$ cat src/rtl/nbit_iterative_shifter.sv
// Multi-cycle N-bit shifter: one bit position per clock, SLL/SRL/SRA/ROL.
// Start/busy/done handshake; Y holds its value until the next completion.
module nbit_iterative_shifter #(
    parameter int unsigned N   = 32,
    parameter int unsigned SHW = $clog2(N)
) (
    input  logic           clk,
    input  logic           rst,
    input  logic           start,
    input  logic [1:0]     op,
    input  logic [SHW-1:0] shamt,
    input  logic [N-1:0]   X,
    output logic           busy,
    output logic           done,
    output logic [N-1:0]   Y
);

    typedef enum logic [1:0] {
        StIdle,
        StShift,
        StDone
    } state_e;

    state_e         state_q, state_d;
    logic [N-1:0]   work_q, work_d;
    logic [N-1:0]   y_q, y_d;
    logic [1:0]     op_q, op_d;
    logic [SHW-1:0] count_q, count_d;
    logic [N-1:0]   shifted;

    always_comb begin
        shifted = work_q;
        unique case (op_q)
            2'b00:   shifted = {work_q[N-2:0], 1'b0};
            2'b01:   shifted = {1'b0, work_q[N-1:1]};
            2'b10:   shifted = {work_q[N-1], work_q[N-1:1]};
            2'b11:   shifted = {work_q[N-2:0], work_q[N-1]};
            default: shifted = work_q;
        endcase
    end

    always_comb begin
        state_d = state_q;
        work_d  = work_q;
        y_d     = y_q;
        op_d    = op_q;
        count_d = count_q;
        unique case (state_q)
            StIdle: begin
                if (start) begin
                    work_d  = X;
                    op_d    = op;
                    count_d = shamt;
                    if (shamt != '0) begin
                        state_d = StShift;
                    end else begin
                        // Zero shift completes immediately with the operand unchanged.
                        y_d     = X;
                        state_d = StDone;
                    end
                end
            end
            StShift: begin
                work_d  = shifted;
                count_d = count_q - SHW'(1);
                if (count_q == SHW'(1)) begin
                    y_d     = shifted;
                    state_d = StDone;
                end
            end
            StDone:  state_d = StIdle;
            default: state_d = StIdle;
        endcase
    end

    always_ff @(posedge clk) begin
        if (rst) begin
            state_q <= StIdle;
            work_q  <= '0;
            y_q     <= '0;
            op_q    <= '0;
            count_q <= '0;
        end else begin
            state_q <= state_d;
            work_q  <= work_d;
            y_q     <= y_d;
            op_q    <= op_d;
            count_q <= count_d;
        end
    end

    assign busy = (state_q != StIdle);
    assign done = (state_q == StDone);
    assign Y    = y_q;

endmodule
$ cat config.mk
export PLATFORM = sky130hd
export DESIGN_NAME = nbit_iterative_shifter
export DESIGN_NICKNAME = d
export VERILOG_FILES = /design/src/rtl/nbit_iterative_shifter.sv
export SDC_FILE = /design/constraint.sdc
export NUM_CORES = 1
export LEC_CHECK = 0
export BUFFER_PORTS_ARGS = -buffer_cell sky130_fd_sc_hd__buf_2
export CORE_AREA = 2 2 90 92
export CTS_BUF_LIST = sky130_fd_sc_hd__clkbuf_8
export CTS_CLUSTER_SIZE = 10
export DETAILED_ROUTE_END_ITERATION = 10
export DIE_AREA = 0 0 92 94
export PLACE_DENSITY_LB_ADDON = 0.05
export SLEW_MARGIN = 0
export SYNTH_ARGS = -nofsm -noshare
export SYNTH_HDL_FRONTEND = slang
export SYNTH_SLANG_ARGS = --single-unit
export TNS_END_PERCENT = 10
$ cat constraint.sdc
create_clock -name clk -period 2.3 [get_ports clk]
set_input_delay 0.23 -clock clk [delete_from_list [all_inputs] [get_ports clk]]
set_output_delay 0.23 -clock clk [all_outputs]
set_load 0.02 [all_outputs]
==> metrics.md <==
| Metric | Value |
|---|---|
| Outcome | `finished, final reports clean` |
| Cell Pwr Density | `913 nW/um^2` |
| Worst setup margin | `between 0.2 and 0.25 ns` |
| Tot GR Track Use | `0.234` |
| Die Y | `94 um` |
| Max_cap viols | `0` |
| Hold_buf cts | `0` |
| Pre-CTS WS | `0.279 ns` |
| Post-Route Utilization | `0.594` |
| YS warnings | `0` |
| Number of gates resized after CTS | `0` |
| Later-pin clock latency in the skew report | `around 0.35 ns` |
| Crit Path Category | `reg -> reg` |
| Synth top area share | `0.389` |
| Die Area | `8650 um^2` |
| Non-filler cells, final | `roughly 630` |
| Top FF cell, synth | `dfxtp_1` |
| RSZ-0062 raised after global routing | `no` |
| IO buf count | `75` |
| Yosys cell types | `43` |
| Yosys reg bits | `73` |
| Clk buf depth | `2` |
| Fin crit period | `between 2 and 2.5 ns` |
| Initial antenna violation count | `0` |
| Remaining DRCs | `0` |
| Final hold vios | `0` |
| Largest net degree at the start of global routing | `43` |
| Num Clock Sinks | `73` |
| Syn Inst Count | `461` |
| Post-synth EDFFs | `0` |
| CTS Buf Count | `9` |
| WL/cell | `~16 um` |
| Fin area | `roughly 4500 um^2` |
| Cell taking the most area after synthesis | `dfxtp_1` |
| Commonest cells in the netlist | `dfxtp_1, a21oi_1, nand2_1` |
| Placed Instance Area | `roughly 4200 um^2` |
| Worst Path Max Fanout | `23` |
| LEAKAGE | `0.00194 uW` |
| Post-detail-place hpwl | `6410 um` |
| Core area | `7610 um^2` |
| First-pass GRT wire length | `16200 um` |
| Fmax | `a little under 0.5 GHz` |
| IR drop worst, VDD | `532 uV` |
| Ant diodes | `0` |
| Fin crit share | `0.892` |
| Root buf cell | `clkbuf_8` |
| Fraction of the mapped netlist area in adder cells | `0.00666` |
| I/O Pins | `76` |
| Via density | `about 5.6` |
| Iteration count of the initial detailed-routing pass | `5` |
| Die Span X | `92 um` |
| Post-synthesis compound-gate area fraction | `0.174` |
| Post-synthesis simple-gate area fraction | `0.289` |
| Avg Cell Area, Syn | `8.15 um^2` |
| Placed instance count | `just over 600` |
| Top post-synthesis cells by area | `dfxtp_1, a21oi_1, mux2i_1` |
| Worst Path Required | `2.58 ns` |
| Synth-to-layout area growth | `20.3%` |
| Largest family of logic cells by synthesized area | `simple AND/OR/NAND/NOR gates` |
| Row cnt | `32` |
| Crit path DAT | `2.33 ns` |
| Async set-reset flop share out of synthesis | `0` |
| Nets | `around 560` |
| Vias post-DR | `3530` |
| Post-Route WL | `9930 um` |
| TritonCTS clock tree | `done` |
| Clock Skew | `0.00895 ns` |
| Mapped Area | `about 3800 um^2` |
| Vias in the first global route | `3341` |
| Sequential area share after synthesis | `0.389` |
| RePlAce Congestion | `0.868` |
| Syn Nets | `505` |
| # setup viols final | `0` |
| Top-count cell post-synth | `dfxtp_1` |
| Clk slew on worst S/H paths | `0.08 ns` |
| Starting Density | `0.494` |
| Slew headroom | `0.663` |
| Ratio of cells with drive above 1 in the final layout | `0.233` |
| Htree depth | `3` |
| CP Launch Type | `flip-flop` |
| Mux contribution to synthesized area | `0.0866` |
| Overflow after GRT | `0` |
| Slew at the pin with the worst max-slew slack | `0.503 ns` |
| Max-slew violation count | `0` |
| Post-CTS setup buffer count | `0` |
| ANT nets after route | `0` |
| Hold WC Path Type | `in -> reg` |
| Post-synthesis xor/xnor area fraction | `0.00233` |
| Fin Setup TNS | `0 ns` |
| CP Capture Type | `flip-flop` |
| Iter 0 DRT Violations | `approximately 230` |
## registers in the layout, summed over array words and instances (netlist names)
name	cells
count_q	5
Y	32
op_q	2
state_q	2
work_q	32
## logic make-up after synthesis
kind of cell	Yosys count
AOI/OAI and AO/OA	118
DFF	73
adders and majority gates	2
and+or+nand+nor	188
xor gates and xnor gates	1
buffers and inverters	47
muxes	32
## area by class of cell
| class | count | area [um^2] |
|---|---|---|
| Clock inverter | 6 | 154 |
| Sequential cell | 73 | 1460 |
| Timing Repair Buffer | 92 | 515 |
| Inverter | 2 | 7.51 |
| Clock buffer | 10 | 138 |
| Fill cell | 739 | 3090 |
| Multi-Input combinational cell | 341 | 2110 |
| Tap cell | 102 | 128 |
## final timing paths
kind,start,endpoint,slack [ns],depth (start not counted)
min,op[0],op_q[0],0.14,3
min reg2reg,work_q[10],work_q[10],0.46,2
max reg2reg,count_q[1],Y[25],0.25,6
max,count_q[1],Y[25],0.25,6
## per-stage QoR
| step | hold WS [ns] | total power [uW] |
|---|---|---|
| final | 0.139 | 4120 |
| after global routing | 0.133 | 4320 |
| after CTS | 0.131 | 4140 |
| after detailed placement | 0.448 | 2680 |
| after global placement | 0.443 | 2660 |
| after floorplan | 0.366 | 2360 |
## layout by cell type, fill, tap and decap left out, drive strengths merged, types with 4 or more instances in the layout
cell type / n
buf: 92
dfxtp: 73
a21oi: 69
nand2: 41
o21ai: 33
nor3b: 32
mux2i: 28
nand2b: 25
nand3: 25
nand4: 24
nor2: 13
clkbuf: 10
bufinv: 5
or4: 5
nor2b: 4
mux2: 4
or3: 4
or4b: 4
## per-layer routing
| layer | part of all wire | track usage |
|---|---|---|
| met2 | 0.48 | 0.396 |
| met1 | 0.46 | 0.306 |
| met5 | 0 | 0 |
| met3 | 0.048 | 0.0321 |
| met4 | 0.012 | 0.0858 |
## worst max-delay path: stages (launching register included)
cell	delay, ns
dfxtp_1	0.32
inv_1	0.08
ha_1	0.13
or4b_4	0.48
o21a_4	0.32
or4_1	0.52
a21oi_1	0.12
## report_power, final
group	leakage [uW]	switching, uW	total, uW	internal (uW)
sequential	0.000599	87.0	1500	1420
clock	0.000148	503	1470	967
combinational	0.00119	699	1150	450
total	0.00194	1290	4120	2830
(Power assumes the default switching activity.)
